$ cat src/rtl/pagerank_iteration_ctrl.sv
// pagerank_iteration_ctrl: sequences complete PageRank iterations
// (clear sums -> scatter -> gather -> apply walk -> check) for a programmed
// number of iterations, then pulses done.
// Optional SCATTER/GATHER watchdog: compile with `define PAGERANK_WATCHDOG_EN.
module pagerank_iteration_ctrl #(
  parameter int NODES_IN_GRAPH  = 4,
  parameter int ITER_W          = 8,
  parameter int WATCHDOG_CYCLES = 1024
) (
  input  logic              clock,
  input  logic              reset_n,
  input  logic              start,
  input  logic [ITER_W-1:0] num_iterations,
  input  logic              scatter_operation_complete,
  input  logic              gather_operation_complete,
  input  logic              apply_ready,
  output logic              scatter_start,
  output logic              nextIteration,
  output logic              pagerank_enable,
  output logic              apply_valid,
  output logic [31:0]       apply_node_id,
  output logic [ITER_W-1:0] iteration_count,
  output logic              busy,
  output logic              done,
  output logic              watchdog_error
);

  typedef enum logic [2:0] {
    IDLE    = 3'd0,
    CLEAR   = 3'd1,
    SCATTER = 3'd2,
    GATHER  = 3'd3,
    APPLY   = 3'd4,
    CHECK   = 3'd5,
    FINISH  = 3'd6
  } state_t;

  localparam logic [31:0] LAST_NODE = 32'(NODES_IN_GRAPH - 1);

  state_t            state;
  state_t            state_next;
  logic [ITER_W-1:0] target;
  logic [ITER_W-1:0] target_next;
  logic [ITER_W-1:0] count_next;
  logic [31:0]       node_next;
  logic              accept_start;
  logic              wd_fire;

  assign accept_start = (state == IDLE) && start;

  // State register
  always_ff @(posedge clock or negedge reset_n) begin
    if (!reset_n) begin
      state <= IDLE;
    end else begin
      state <= state_next;
    end
  end

  // Next-state logic plus next values of target, iteration count and node ID
  always_comb begin
    state_next  = state;
    target_next = target;
    count_next  = iteration_count;
    node_next   = apply_node_id;
    unique case (state)
      IDLE: begin
        if (accept_start) begin
          // A target of zero is run as a single iteration
          target_next = (num_iterations == '0) ? ITER_W'(1) : num_iterations;
          count_next  = '0;
          state_next  = CLEAR;
        end
      end
      CLEAR: state_next = SCATTER;
      SCATTER: begin
        if (wd_fire) begin
          state_next = FINISH;
        end else if (scatter_operation_complete) begin
          if (gather_operation_complete) begin
            // Gather already finished too: skip straight to the apply walk
            state_next = APPLY;
            node_next  = '0;
          end else begin
            state_next = GATHER;
          end
        end
      end
      GATHER: begin
        if (wd_fire) begin
          state_next = FINISH;
        end else if (gather_operation_complete) begin
          state_next = APPLY;
          node_next  = '0;
        end
      end
      APPLY: begin
        if (apply_ready) begin
          if (apply_node_id == LAST_NODE) begin
            state_next = CHECK;
            count_next = iteration_count + 1'b1;
          end else begin
            node_next = apply_node_id + 32'd1;
          end
        end
      end
      CHECK:   state_next = (iteration_count == target) ? FINISH : CLEAR;
      FINISH:  state_next = IDLE;
      default: state_next = IDLE;
    endcase
  end

  // Registered outputs, decoded from the state being entered so they line up with it
  always_ff @(posedge clock or negedge reset_n) begin
    if (!reset_n) begin
      target          <= '0;
      iteration_count <= '0;
      apply_node_id   <= '0;
      nextIteration   <= 1'b0;
      scatter_start   <= 1'b0;
      pagerank_enable <= 1'b0;
      apply_valid     <= 1'b0;
      busy            <= 1'b0;
      done            <= 1'b0;
    end else begin
      target          <= target_next;
      iteration_count <= count_next;
      apply_node_id   <= node_next;
      nextIteration   <= (state_next == CLEAR);
      scatter_start   <= (state_next == SCATTER) && (state != SCATTER);
      pagerank_enable <= (state_next == SCATTER) || (state_next == GATHER);
      apply_valid     <= (state_next == APPLY);
      busy            <= (state_next != IDLE);
      done            <= (state_next == FINISH);
    end
  end

`ifdef PAGERANK_WATCHDOG_EN
  localparam int WD_W = $clog2(WATCHDOG_CYCLES) + 1;

  logic [WD_W-1:0] wd_count;

  // Fires on the last allowed SCATTER/GATHER cycle of the iteration
  assign wd_fire = ((state == SCATTER) || (state == GATHER)) &&
                   (wd_count == WD_W'(WATCHDOG_CYCLES - 1));

  // Cycle counter: restarts in CLEAR, advances on every SCATTER/GATHER cycle
  always_ff @(posedge clock or negedge reset_n) begin
    if (!reset_n) begin
      wd_count <= '0;
    end else if (state == CLEAR) begin
      wd_count <= '0;
    end else if ((state == SCATTER) || (state == GATHER)) begin
      wd_count <= wd_count + 1'b1;
    end
  end

  // Sticky error flag, cleared only by reset or the next accepted start
  always_ff @(posedge clock or negedge reset_n) begin
    if (!reset_n) begin
      watchdog_error <= 1'b0;
    end else if (accept_start) begin
      watchdog_error <= 1'b0;
    end else if (wd_fire) begin
      watchdog_error <= 1'b1;
    end
  end
`else
  assign wd_fire        = 1'b0;
  assign watchdog_error = 1'b0;
`endif

endmodule

$ cat config.mk
export PLATFORM = sky130hd
export DESIGN_NAME = pagerank_iteration_ctrl
export DESIGN_NICKNAME = d
export VERILOG_FILES = /design/src/rtl/pagerank_iteration_ctrl.sv
export SDC_FILE = /design/constraint.sdc
export NUM_CORES = 1
export LEC_CHECK = 0
export CAP_MARGIN = 40
export CORE_ASPECT_RATIO = 0.7
export CORE_UTILIZATION = 50
export CTS_CLUSTER_SIZE = 28
export DETAILED_ROUTE_END_ITERATION = 10
export DONT_BUFFER_PORTS = 1
export PLACE_DENSITY = 0.68
export SYNTH_ARGS = -nofsm -noshare
export SYNTH_HDL_FRONTEND = slang
export SYNTH_SLANG_ARGS = --single-unit
$ cat constraint.sdc
create_clock -name clock -period 2.77 [get_ports clock]
set_input_delay 0.554 -clock clock [delete_from_list [all_inputs] [get_ports clock]]
set_output_delay 0.554 -clock clock [all_outputs]
set_load 0.01 [all_outputs]
### Yosys cells after proc, flatten, opt, wreduce, memory -nomap -nowiden

Index checks and enable logic that the tools add are counted.

| cells by class | value |
|---|---|
| divide/modulo/power cells | 0 |
| equality and inequality tests | 18 |
| bitwise gates (word level) | 0 |
| $lt $le $gt $ge | 0 |
| multipliers | 0 |
| reductions and logical operators | 11 |
| multiplexer cells | 18 |
| add/subtract/negate cells | 2 |
| shifts and indexed selects | 0 |

Operators by type and width:

| cell | number |
|---|---|
| 2-to-1 mux 32 bit | 4 |
| case mux 32 bit (3 select lines) | 1 |
| adder 32 x 1 -> 32 bit (second input constant) | 1 |
| equality test 32 x 2 -> 1 bit (second input constant) | 1 |
| 2-to-1 mux 8 bit | 4 |
| 2-to-1 mux 3 bit | 7 |
| case mux 3 bit (6 select lines) | 1 |
| case mux 8 bit (2 select lines) | 1 |
| equality test 3 x 2 -> 1 bit (second input constant) | 4 |
| equality test 3 bit (second input constant) | 4 |
| inequality test 2 bit (second input constant) | 5 |
| adder 8 x 1 -> 8 bit (second input constant) | 1 |
| equality test 8 bit | 1 |
| zero test 8 bit | 1 |
| AND reduction 4 bit | 2 |
| equality test 3 x 1 -> 1 bit (second input constant) | 2 |
| nonzero test 3 bit | 2 |
| zero test 3 bit | 1 |
| inequality test 3 x 2 -> 1 bit (second input constant) | 1 |
| logical AND 1 bit | 2 |
| AND reduction 2 bit | 1 |
| nonzero test 2 bit | 1 |
| logical OR 1 bit | 1 |

| word-level totals | value |
|---|---|
| bits in read-only memories | 0 |
| memories kept | 0 |
| bits in latches | 0 |
| logic and storage cells | 59 |
| output and inout bits | 47 |
| register bits after elaboration | 57 |
| input bits | 14 |
| memory bits (writable) | 0 |

### Depth between registers and ports, before layout

| logic depth | value |
|---|---|
| depth after elaboration | 6 |
| mapped depth | 8 |
| gate-level depth less buffers | 7 |

### Least setup slack after synthesis

Ideal clock, no wire load.

| path | value |
|---|---|
| kind | register to register |
| from | register apply_node_id[0] |
| to | register iteration_count[1] |
| setup time | 0.128 ns |
| clock period less this slack | 2.031 ns |
| cell stages (with the launch flop) | 7 |
| path slack | 0.739 ns |
| arrival time | 1.904 ns |
| buffers on the path | 0 |
| required time | 2.642 ns |
| path through | dfrtp_1 -> ha_1 -> nor4b_1 -> nand4_1 -> nor3_2 -> nor2_1 -> mux2_1 |

| between the ends | value |
|---|---|
| longest elaborated chain between the ends | 3 |

Ends and longest elaborated chain:

| item | RTL line | text |
|---|---|---|
| start: declaration | 21 | `output logic [31:0] apply_node_id,` |
| start signal: assignment | 128 | `apply_node_id <= node_next;` |
| equality test 32 x 2 -> 1 bit | 99 | `if (apply_node_id == LAST_NODE) begin` |
| inequality test 2 bit (no line) | n/a |  |
| AND reduction 4 bit (no line) | n/a |  |
| end signal: assignment | 127 | `iteration_count <= count_next;` |
| end: declaration | 22 | `output logic [ITER_W-1:0] iteration_count,` |

Every way passes these cells.
A chain may end at the register's enable or synchronous reset.

### Worst setup path after layout

Ends and elaborated chain as after synthesis.

==> results.md <==
* Status: completed
* Fillers at slightly above 500
* Initial DRC count at 232
* Kind of critical path: flop to flop
* Final setup TNS at 0 ns
* Max_cap viols at 0
* Synth cell types at 52
* Mapped Avg Cell Area at between 9 and 10 um2
* Critical path endpoint category: flop
* Top_reg_cell synth: dfrtp_1
* First-pass detailed-route iteration total at 5
* Via density at 6.30
* Setup bufs post-CTS at 0
* Endpoints failing hold at 0
* Pre-CTS setup slack at 0.418 ns
* Layout Cell Area excl Fill at 0.00341 mm2
* #FFs+latches synth at 57
* CP required at 3.00 ns
* Async set or reset register ratio after synthesis at 1.00
* Met3 WL at 529 um
* Gr ovfl total at 0
* Vias at between 2000 and 2500
* Die Span Y at 67.6 um
* Final Worst Setup Slack at roughly 0.36 ns
* Register area at 0.00143 mm2
* Clock share of power at 0.451
* CP max FO at 10
* Synth top area share at 0.464
* Leading post-synthesis cells by cell area: dfrtp_1, xnor2_1, nor2_1, nor4_1, xor2_1
* Synth Warn # at 0
* DRC errors left at 0
* Worst IR Drop VDD at approximately 0.00037 V
* Clock sink count at 57
* Fin nets at 331
* Total Wirelength at 7520 um
* Global-route wire length before repair at 12100 um
* Core Area at 0.00581 mm2
* Final ANT Viol Nets at 0
* Post-Syn Instances at ~310
* Max-slew violations at 0
* Sequential share of the synthesized area at 0.464
* Skew-Pair Late Insertion Delay at approximately 0.35 ns
* CTS Buf Count at 9
* Commonest non-fill, non-tap cell in the layout: dfrtp_1
* Combinational power share at 0.066
* GRT Total Usage at 0.257
* Routed wire per std cell at 19.0 um
* Worst slew margin at 0.545
* CP arrival at 2.64 ns
* R2R Path Start: apply_node_id[0]
* H-tree levels at 3
* Footprint of the multi-input gates at 0.00155 mm2
* Die area at 0.00647 mm2
* Worst-margin pin slew at 0.677 ns
* Initial antenna violation count at 0
* Layout Cells excl Fill at 395
* Pwr Total at between 2 and 2.5 mW
* ANT cells at 0
* Sw frac at 0.262
* I/O Pins at 61
* Post-CTS Resized at 0
* RSZ-0062 raised after global routing: no
* Area after DPL at 0.00315 mm2
* Placer Congestion at 0.853
* PD cells at 590 mW/mm2
* Setup crit start kind: flop
* P_sw at 0.527 mW
* Worst Skew at 0.00870 ns
* Die Width at about 96 um
* Worst hold slack at 0.0524 ns
* Met2 wire length at 3130 um
* DP HPWL at 5160 um
* Most frequent cells in the layout: dfrtp_1, nor2_1, nor4_1
* Top layer in use: met4
* CTS tree: yes
* CTS clock-pin slew for the worst setup and hold paths at 0.07 ns
* Worst setup startpoint: apply_node_id[0]
* M1 WL at 3740 um
* Cell Area, Synth at 0.00307 mm2
* Synth area leader: dfrtp_1
* Starting Density at 0.529
* Post-synth EDFFs at 0
* # rows at 23
* Final core occ at 0.586
* Root Buffer: clkbuf_8
* Seq pwr share at 0.484
* Leak Pwr at 1.42 nW
* Number of global-route vias before repair at 2262
* Post-synth net total at 324
* Clk buf depth at 2
* Layout cells sized above 1 at 0.150
* Setup violators final at 0
* Fmax at 415 MHz
* Crit path time final at 2.41 ns
* Internal Pwr Total at 1.48 mW
* Hold Crit Class: input port to asynchronous set/reset pin
* PortBufs at 0
* Pin count of the biggest net entering global routing at 58
* Area Overhead vs Synth at 10.9%
* Cells after DPL at 378
* Period utilisation layout at 0.870
[logic make-up after synthesis]
| logic type | share of synthesized area |
|---|---|
| adder cells (fa/ha/maj) | 0.00814 |
| AO/OA/AOI/OAI | 0.0867 |
| multiplexers | 0.0330 |
| buffers and inverters | 0.0322 |
| XOR/XNOR | 0.0912 |
| flip-flops | 0.464 |
| AND/OR/NAND/NOR | 0.283 |
| other | 0.00122 |
[critical path, cell delays in order (launching register included)]
cell     delay, ns
dfrtp_1       0.49
ha_1          0.27
nor4b_1       0.25
nand4_1       0.45
nor3_2        0.39
nor2_1        0.11
mux2_1        0.31
[final timing paths]
kind / to / slack (ns) / cells past startpoint
max in group asynchronous: apply_node_id[12] / 2.46 / 1
min: target[7] / 0.05 / 1
min in group clock: target[2] / 0.35 / 1
max reg2reg: iteration_count[1] / 0.36 / 6
min reg2reg: target[3] / 0.54 / 1
max: iteration_count[1] / 0.36 / 6
[Yosys cell counts (8+ instances only)]
| master | count |
|---|---|
| nor4_1 | 21 |
| nor2_1 | 36 |
| xor2_1 | 13 |
| nand4_1 | 11 |
| nand2_1 | 17 |
| o21ai_0 | 8 |
| a21oi_1 | 15 |
| xnor2_1 | 19 |
| nand3_1 | 10 |
| mux2_2 | 8 |
| inv_1 | 8 |
| dfrtp_1 | 57 |
[routing by layer]
layer  vias to the layer above  GRT usage
li1                       1148          -
met1                      1258      0.382
met2                        73      0.338
met3                        10     0.0946
met4                         0     0.0896
met5                         -          0
[power by group through the flow]
stage / clock network (mW) / logic (mW) / registers [mW]
after global placement: 0 / 0.107 / 0.981
after global routing: 0.961 / 0.150 / 0.978
after floorplan: 0 / 0.0929 / 0.960
after detailed placement: 0 / 0.111 / 0.984
after CTS: 0.920 / 0.133 / 0.969
final: 0.906 / 0.132 / 0.971
[what timing repair did]
action                                  CTS  global route
endpoints found under the hold margin    57             0
endpoints found under the setup margin    0             0
hold buffers                              1             0
[sequential cells by signal, summed over array words and instances, names as in the netlist, 3 cells and up]
register	count
state	3
target	8
apply_node_id	32
iteration_count	8
[area by class of cell]
cell class                 instances  area share
sequential                        57       0.419
inverter                           8     0.00881
clock buffer                      11      0.0444
timing repair buffer               8      0.0235
clock inverter                     5      0.0228
multi-input combinational        231       0.454
tap                               75      0.0275
Power figures use the tool's default switching activity.
